`src/rtl/clock_switch_ctrl_if.sv`:
```
// Bundle between the clock-switch sequencer and its requester / clock mux.
// Handshake: a request transfers on a clk edge where req_valid & req_ready; req_sel is held with req_valid.
interface clock_switch_ctrl_if #(
  parameter int N = 2
) ();
  localparam int SW = (N > 1) ? $clog2(N) : 1;

  logic          req_valid;
  logic [SW-1:0] req_sel;
  logic          req_ready;
  logic [N-1:0]  sel_ack;
  logic [N-1:0]  select;
  logic [SW-1:0] cur_sel;
  logic          done;
  logic          err;
  logic          busy;
  logic [2:0]    fsm_state;

  modport master (
    output req_valid, req_sel, sel_ack,
    input  req_ready, select, cur_sel, done, err, busy, fsm_state
  );

  modport slave (
    input  req_valid, req_sel, sel_ack,
    output req_ready, select, cur_sel, done, err, busy, fsm_state
  );
endinterface

```
`src/rtl/clock_switch_ctrl.sv`:
```
// Sequencer driving the select vector of a glitch-free N-input clock mux.
// Optional wait-state timeout with fallback to the previous source: define CLK_SW_TIMEOUT_EN.
module clock_switch_ctrl #(
  parameter int N           = 2,
  parameter int STAGES      = 2,
  parameter int DEFAULT_SEL = 0,
  parameter int TIMEOUT     = 64
) (
  input logic           clk,
  input logic           rst,
  clock_switch_ctrl_if.slave bus
);
  localparam int SW = (N > 1) ? $clog2(N) : 1;

  if (N < 2 || STAGES < 2 || DEFAULT_SEL >= N || TIMEOUT < 1) begin : g_param_check
    $error("clock_switch_ctrl: illegal parameter set");
  end

`ifdef CLK_SW_TIMEOUT_EN
  typedef enum logic [2:0] {
    IDLE     = 3'd0,
    WAIT_OFF = 3'd1,
    WAIT_ON  = 3'd2,
    DROP     = 3'd3,
    RESTORE  = 3'd4
  } state_t;
  localparam int CW = $clog2(TIMEOUT + 1);
`else
  typedef enum logic [2:0] {
    IDLE     = 3'd0,
    WAIT_OFF = 3'd1,
    WAIT_ON  = 3'd2
  } state_t;
`endif

  function automatic logic [N-1:0] onehot(input logic [SW-1:0] idx);
    return {{(N-1){1'b0}}, 1'b1} << idx;
  endfunction

  // Acknowledge synchronizer; sel_ack is asynchronous to clk.
  logic [N-1:0] sync_q [STAGES];
  logic [N-1:0] ack_s;

  always_ff @(posedge clk) begin
    if (rst) begin
      for (int i = 0; i < STAGES; i++) sync_q[i] <= '0;
    end else begin
      sync_q[0] <= bus.sel_ack;
      for (int i = 1; i < STAGES; i++) sync_q[i] <= sync_q[i-1];
    end
  end

  assign ack_s = sync_q[STAGES-1];

  state_t        state_q, state_d;
  logic [N-1:0]  select_q, select_d;
  logic [SW-1:0] cur_sel_q, cur_sel_d;
  logic [SW-1:0] tgt_q, tgt_d;
  logic          done_q, done_d;
  logic          err_q, err_d;
`ifdef CLK_SW_TIMEOUT_EN
  logic [SW-1:0] prv_q, prv_d;
  logic [CW-1:0] cnt_q, cnt_d;
  logic          expired;

  assign expired = (cnt_q == CW'(TIMEOUT - 1));
`endif

  always_ff @(posedge clk) begin
    if (rst) begin
      state_q   <= IDLE;
      select_q  <= onehot(SW'(DEFAULT_SEL));
      cur_sel_q <= SW'(DEFAULT_SEL);
      tgt_q     <= '0;
      done_q    <= 1'b0;
      err_q     <= 1'b0;
`ifdef CLK_SW_TIMEOUT_EN
      prv_q     <= '0;
      cnt_q     <= '0;
`endif
    end else begin
      state_q   <= state_d;
      select_q  <= select_d;
      cur_sel_q <= cur_sel_d;
      tgt_q     <= tgt_d;
      done_q    <= done_d;
      err_q     <= err_d;
`ifdef CLK_SW_TIMEOUT_EN
      prv_q     <= prv_d;
      cnt_q     <= cnt_d;
`endif
    end
  end

  always_comb begin
    state_d   = state_q;
    select_d  = select_q;
    cur_sel_d = cur_sel_q;
    tgt_d     = tgt_q;
    done_d    = 1'b0;
    err_d     = 1'b0;
`ifdef CLK_SW_TIMEOUT_EN
    prv_d     = prv_q;
    cnt_d     = '0;
`endif
    unique case (state_q)
      IDLE: begin
        if (bus.req_valid) begin
          if (int'(bus.req_sel) >= N) begin
            done_d = 1'b1;
            err_d  = 1'b1;
          end else if (bus.req_sel == cur_sel_q) begin
            done_d = 1'b1;
          end else begin
            tgt_d    = bus.req_sel;
            select_d = '0;
            state_d  = WAIT_OFF;
`ifdef CLK_SW_TIMEOUT_EN
            prv_d    = cur_sel_q;
`endif
          end
        end
      end
      WAIT_OFF: begin
        // The old source must be fully released before the new one is enabled.
        if (ack_s == '0) begin
          select_d = onehot(tgt_q);
          state_d  = WAIT_ON;
`ifdef CLK_SW_TIMEOUT_EN
        end else if (expired) begin
          state_d  = DROP;
        end else begin
          cnt_d    = cnt_q + CW'(1);
`endif
        end
      end
      WAIT_ON: begin
        if (ack_s == onehot(tgt_q)) begin
          cur_sel_d = tgt_q;
          done_d    = 1'b1;
          state_d   = IDLE;
`ifdef CLK_SW_TIMEOUT_EN
        end else if (expired) begin
          select_d  = '0;
          state_d   = DROP;
        end else begin
          cnt_d     = cnt_q + CW'(1);
`endif
        end
      end
`ifdef CLK_SW_TIMEOUT_EN
      // One all-zero cycle before falling back to the previous source.
      DROP: begin
        select_d = onehot(prv_q);
        state_d  = RESTORE;
      end
      RESTORE: begin
        if (ack_s == onehot(prv_q)) begin
          done_d  = 1'b1;
          err_d   = 1'b1;
          state_d = IDLE;
        end
      end
`endif
      default: begin
        select_d = '0;
        state_d  = IDLE;
      end
    endcase
  end

  assign bus.req_ready = (state_q == IDLE);
  assign bus.busy      = (state_q != IDLE);
  assign bus.select    = select_q;
  assign bus.cur_sel   = cur_sel_q;
  assign bus.done      = done_q;
  assign bus.err       = err_q;
  assign bus.fsm_state = state_q;
endmodule

```
`src/flat_wrapper.sv`:
```
// flat-port wrapper written by rule: the top's interface ports become plain ports
module clock_switch_ctrl_flat 
#(
  parameter int N           = 2,
  parameter int STAGES      = 2,
  parameter int DEFAULT_SEL = 0,
  parameter int TIMEOUT     = 64
)
  (clk, rst, bus_req_valid, bus_req_sel, bus_sel_ack, bus_req_ready, bus_select, bus_cur_sel, bus_done, bus_err, bus_busy, bus_fsm_state);
  clock_switch_ctrl_if #(.N(N)) bus_i ();
  input logic clk;
  input logic rst;
  input wire logic [$bits(bus_i.req_valid)-1:0] bus_req_valid;
  input wire logic [$bits(bus_i.req_sel)-1:0] bus_req_sel;
  input wire logic [$bits(bus_i.sel_ack)-1:0] bus_sel_ack;
  output wire logic [$bits(bus_i.req_ready)-1:0] bus_req_ready;
  output wire logic [$bits(bus_i.select)-1:0] bus_select;
  output wire logic [$bits(bus_i.cur_sel)-1:0] bus_cur_sel;
  output wire logic [$bits(bus_i.done)-1:0] bus_done;
  output wire logic [$bits(bus_i.err)-1:0] bus_err;
  output wire logic [$bits(bus_i.busy)-1:0] bus_busy;
  output wire logic [$bits(bus_i.fsm_state)-1:0] bus_fsm_state;
  assign bus_i.req_valid = bus_req_valid;
  assign bus_i.req_sel = bus_req_sel;
  assign bus_i.sel_ack = bus_sel_ack;
  assign bus_req_ready = bus_i.req_ready;
  assign bus_select = bus_i.select;
  assign bus_cur_sel = bus_i.cur_sel;
  assign bus_done = bus_i.done;
  assign bus_err = bus_i.err;
  assign bus_busy = bus_i.busy;
  assign bus_fsm_state = bus_i.fsm_state;
  clock_switch_ctrl #(.N(N), .STAGES(STAGES), .DEFAULT_SEL(DEFAULT_SEL), .TIMEOUT(TIMEOUT)) u_core (.clk(clk), .rst(rst), .bus(bus_i));
endmodule
```
`config.mk`:
```
export PLATFORM = sky130hd
export DESIGN_NAME = clock_switch_ctrl_flat
export DESIGN_NICKNAME = d
export VERILOG_FILES = /design/src/rtl/clock_switch_ctrl_if.sv /design/src/rtl/clock_switch_ctrl.sv /design/src/flat_wrapper.sv
export SDC_FILE = /design/constraint.sdc
export NUM_CORES = 1
export LEC_CHECK = 0
export ABC_AREA = 1
export BUFFER_PORTS_ARGS = -buffer_cell sky130_fd_sc_hd__buf_2
export CAP_MARGIN = 10
export CORE_AREA = 2 2 39 41
export DETAILED_ROUTE_END_ITERATION = 8
export DIE_AREA = 0 0 41 43
export SYNTH_ARGS = -nofsm -noshare
export SYNTH_HDL_FRONTEND = slang
export SYNTH_SLANG_ARGS = --single-unit
```
`constraint.sdc`:
```
create_clock -name clk -period 2.4 [get_ports clk]
set_input_delay 0.12 -clock clk [delete_from_list [all_inputs] [get_ports clk]]
set_output_delay 0.12 -clock clk [all_outputs]
set_load 0.05 [all_outputs]
```
Yosys cells after proc, flatten, opt, wreduce, memory -nomap -nowiden --
Memory sizes are Yosys's and may differ from the RTL's. Cells that the tools add are included.
Operators by class: equality and inequality tests 8, shifts and indexed selects 1, muxes and demuxes 18, bitwise logic cells 4, reduce and logical (&&, ||, !) cells 7
Operators with widths (number):
- 2-to-1 mux 3 bit | 4
- 2-to-1 mux 2 bit | 5
- case mux 3 bit (3 select lines) | 1
- AND reduction 4 bit | 2
- 2-to-1 mux 1 bit | 6
- case mux 2 bit (3 select lines) | 1
- != test 2 x 1 -> 1 bit, second input constant | 2
- != test 2 bit, second input constant | 2
- == test 3 x 1 -> 1 bit, second input constant | 1
- == test 3 x 2 -> 1 bit, second input constant | 1
- zero test 3 bit | 1
- AND reduction 3 bit | 1
- nonzero test 3 bit | 1
- == test 2 bit | 1
- zero test 2 bit | 1
- inverter 1 bit | 2
- OR 1 bit | 2
- case mux 1 bit (2 select lines) | 1
- AND reduction 2 bit | 1
- << shifter 1 x 1 -> 2 bit, first input constant | 1
- == test 1 bit | 1
Storage, ports and cells: flip-flop bits (word level) 8, bits in writable memories 4, input port bits 6, output and inout port bits 10, logic and storage cells 44, memories kept 1
Memories:
- u_core.sync_q | words 2, bits a word 2, rd ports 2, clocked after memory_dff 0, write ports 2, RTL line clock_switch_ctrl.sv:41 | logic [N-1:0] sync_q [STAGES];

Depth between registers and ports, before layout --
word-level depth 4, gate-level depth with buffers 7, mapped depth without buffers 7

Least setup slack after synthesis --
Ideal clock, no wire load.
kind reg2reg, start point register u_core.state_q[0] (netlist: u_core.bus.fsm_state[0]), end point register u_core.select_q[0] (netlist: u_core.bus.select[0]), library setup time 0.123 ns, arrival time 1.507 ns, required time 2.277 ns, setup slack 0.770 ns, stages on the path, launching flop included 7, buffers on the path 0, clock period less this slack 1.630 ns, path through dfxtp_1 -> nor2_2 -> nand3_1 -> inv_1 -> nor2_1 -> nand3_1 -> nand3_1
On the way: cells in the longest elaborated chain, start to end 3, elaborated cells on any way between the ends 9, classes of those cells eq/ne: 5; mux: 1; bitwise: 1; reduce/logical: 2
Ends and longest elaborated chain:
- start, declared | RTL line clock_switch_ctrl.sv:55 | state_t state_q, state_d;
- start signal, assigned | RTL line clock_switch_ctrl.sv:82 | state_q <= state_d;
- zero test 3 bit *
- net bus_req_ready | RTL line flat_wrapper.sv:16 | output wire logic [$bits(bus_i.req_ready)-1:0] bus_req_ready;
- != test 2 bit (no line)
- AND reduction 4 bit (no line)
- end signal, assigned | RTL line clock_switch_ctrl.sv:72 | select_q <= onehot(SW'(DEFAULT_SEL));
- end signal, assigned | RTL line clock_switch_ctrl.sv:83 | select_q <= select_d;
- end, declared | RTL line clock_switch_ctrl.sv:56 | logic [N-1:0] select_q, select_d;
Mark *: on every way through the listed nets, which the timed path passes. The rest lies on a longest branch. A chain may end at the register's enable or synchronous reset.

Final worst setup path --
start point register u_core.state_q[0] (netlist: u_core.bus.fsm_state[0]), end point output bus_req_ready
On the way: cells in the longest elaborated chain, start to end 1
Ends and longest elaborated chain:
- zero test 3 bit | RTL line clock_switch_ctrl.sv:172 | assign bus.req_ready = (state_q == IDLE);
- end, declared | RTL line flat_wrapper.sv:16
No other way between the ends.

==> results.json <==
{
  "status": "finished, final reports clean",
  "r2r-end": "u_core.bus.fsm_state[1]",
  "grt_max_degree": 10,
  "dieArea_um2": 1760,
  "rows": 14,
  "critPathLaunch": "u_core.bus.fsm_state[0]",
  "power.leakage_uw": 0.000312,
  "ys_types": 17,
  "fp.dieW_um": 41,
  "layout_commonest_cell": "inv_1",
  "fin_nets": 93,
  "dp_hpwl_um": 708,
  "vdd_drop_max_uv": 312,
  "cp_cell_sequence": "nor2_2 -> buf_2",
  "path_max_fanout": 5,
  "routed_wl_um": 899,
  "post_drt_via_cell_ratio": 4.46,
  "end_kind": "primary output",
  "min_path_type": "in -> reg",
  "mostFrequentLayoutCells": "16 x inv_1, 13 x nand2_1, 13 x buf_2, 11 x dfxtp_1",
  "drv_slew": 0,
  "reg2reg_depth": 6,
  "synth_cells": 71,
  "finalWorstSetupSlack_ns": 1.13,
  "drv_cap": 0,
  "numCtsBuffers": 3,
  "slowest_stage": "dfxtp_1",
  "yosysSeqAreaShare_pct": 44.4,
  "numPortBuffers": 13,
  "drc": 0,
  "diodes": 0,
  "whs_ns": 0.0509,
  "initial_core_util_pct": 35.8,
  "placed_cells": 98,
  "syn_avg_cell_area_um2": 6.98,
  "pre_cts_slack_ns": 1.32,
  "layoutNonFillerInstCount": 102,
  "finalClockSkew_ns": 0.00832,
  "worstPathBufferInverterCount": 1,
  "avgRoutedWirePerCell_um": 8.81,
  "period_share_pct": 53.1,
  "holdBufCountCts": 0,
  "setup_violations": 0,
  "die_y_um": 43,
  "timing.fmax_mhz": 785,
  "rsz0062_at_grt": "false",
  "antenna_found_initial": 0,
  "p_per_area_nw_per_um2": 681,
  "cts_tree": "built",
  "place_congestion": 0.770,
  "grt_pass1_wl_um": 1520,
  "htree_levels": 1,
  "crit_required_ns": 2.28,
  "clock_latency_ns": 0.28,
  "ant_nets": 0,
  "grt_overflow": 0,
  "path_depth": 2,
  "final_period_minus_worst_setup_slack_ns": 1.27,
  "ys_warn_count": 0,
  "core_um2": 1380,
  "syn-cell-area_um2": 495,
  "drive_above_1_share_pct": 25.6,
  "drtIter0Drc": 13,
  "clkSlewWorstSetupHoldPaths_ns": 0.07,
  "grtUsageTotal_pct": 13.7,
  "ys_ff_latch": 11,
  "r2r_start": "u_core.bus.fsm_state[0]",
  "clkSinkCount": 11,
  "first_pass_iters": 4,
  "crit_path_start_kind": "flip-flop",
  "endpoint": "bus_req_ready",
  "cp_top_family": "flip-flops",
  "critPathArrivalTime_ns": 1.15,
  "path_class": "reg -> out",
  "vias": 455,
  "worstHoldStart": "bus_sel_ack[0]",
  "post_cts_buffers": 0,
  "cts_resized": 0,
  "r2r_setup_slack_ns": 1.31,
  "fin_tns_setup_ns": 0,
  "grt_pass1_vias": 403,
  "area_growth_syn_to_layout_pct": 19.4,
  "max_stage_delay_ns": 0.34,
  "finalHoldViolations": 0,
  "num_io_pins": 16,
  "cts_buffer_depth": 2,
  "root_buffer": "clkbuf_4"
}
-- state kept, by name, summed over array words and instances (netlist names) --
signal                cells
u_core.bus.fsm_state      2
u_core.sync_q             4
u_core.tgt_q              1
u_core.bus.done           1
u_core.bus.select         2
u_core.bus.cur_sel        1
-- Yosys cell counts --
master | number | share of area (%)
dfxtp_1 | 11 | 44
nand2_2 | 1 | 1.3
o21ai_1 | 1 | 1.0
buf_4 | 2 | 3.0
a21oi_1 | 5 | 5.0
inv_2 | 1 | 0.76
o21ai_0 | 3 | 3.0
o21bai_1 | 1 | 1.5
nor2_1 | 5 | 3.8
a21oi_2 | 2 | 3.5
nand2_1 | 13 | 9.8
nor2_2 | 2 | 2.5
nand3_1 | 4 | 4.0
nand4_1 | 2 | 2.5
conb_1 | 1 | 0.76
inv_1 | 16 | 12
clkbuf_1 | 1 | 0.76
-- layer usage --
layer,share of wire (%),vias up,wire (um),track usage [%]
li1,-,241,-,-
met1,38,194,344,11.4
met2,50,16,452,22.2
met3,7.2,4,65,7.85
met4,4.0,0,36,10.0
met5,0,-,0,0
-- how the worst min path moves through the flow --
stage	to	slack (ns)	depth (start not counted)
2_1_floorplan	u_core.sync_q[0][0]	0.23	2
3_3_place_gp	u_core.sync_q[0][1]	0.32	3
3_5_place_dp	u_core.sync_q[0][0]	0.33	3
4_1_cts	u_core.sync_q[0][0]	0.04	3
5_1_grt	u_core.sync_q[0][1]	0.04	3
6_report	u_core.sync_q[0][0]	0.05	3
-- per-stage QoR --
| step | area, um^2 | power (uW) | util [%] |
|---|---|---|---|
| final | 592 | 403 | 42.8 |
| after floorplan | 499 | 265 | - |
| after global placement | 566 | 279 | 40.9 |
| after detailed placement | 566 | 280 | 40.9 |
| after CTS | 592 | 411 | 42.8 |
| after global routing | 592 | 428 | 42.8 |
-- worst register-to-register path, stage by stage (launching register included) --
cell	delay [ns]
dfxtp_1	0.34
nor2_2	0.23
nand3_1	0.14
inv_1	0.09
nor2_1	0.06
nand2_1	0.06
a21oi_1	0.06
-- logic make-up after synthesis --
kind of cell	Yosys count	synth area share, %
compound gates	12	14.1
buf+inv	20	16.7
flops	11	44.4
other cells	1	0.757
simple gates	27	24.0
-- power breakdown --
part	internal, uW	switching, uW	total (uW)
Combinational	19.2	59.8	79.0
Sequential	191	4.76	196
Clock	64.5	63.1	128
Total	275	128	403
-- layout make-up --
type                    count  area (um^2)
multi-input cells          41          196
inverters                  17         63.8
well taps                  16         20.0
repair buffers             13         65.1
clock buffers               4         26.3
fillers                   139          792
flip-flops and latches     11          220
Note: power is estimated with default switching activity, not from simulation.
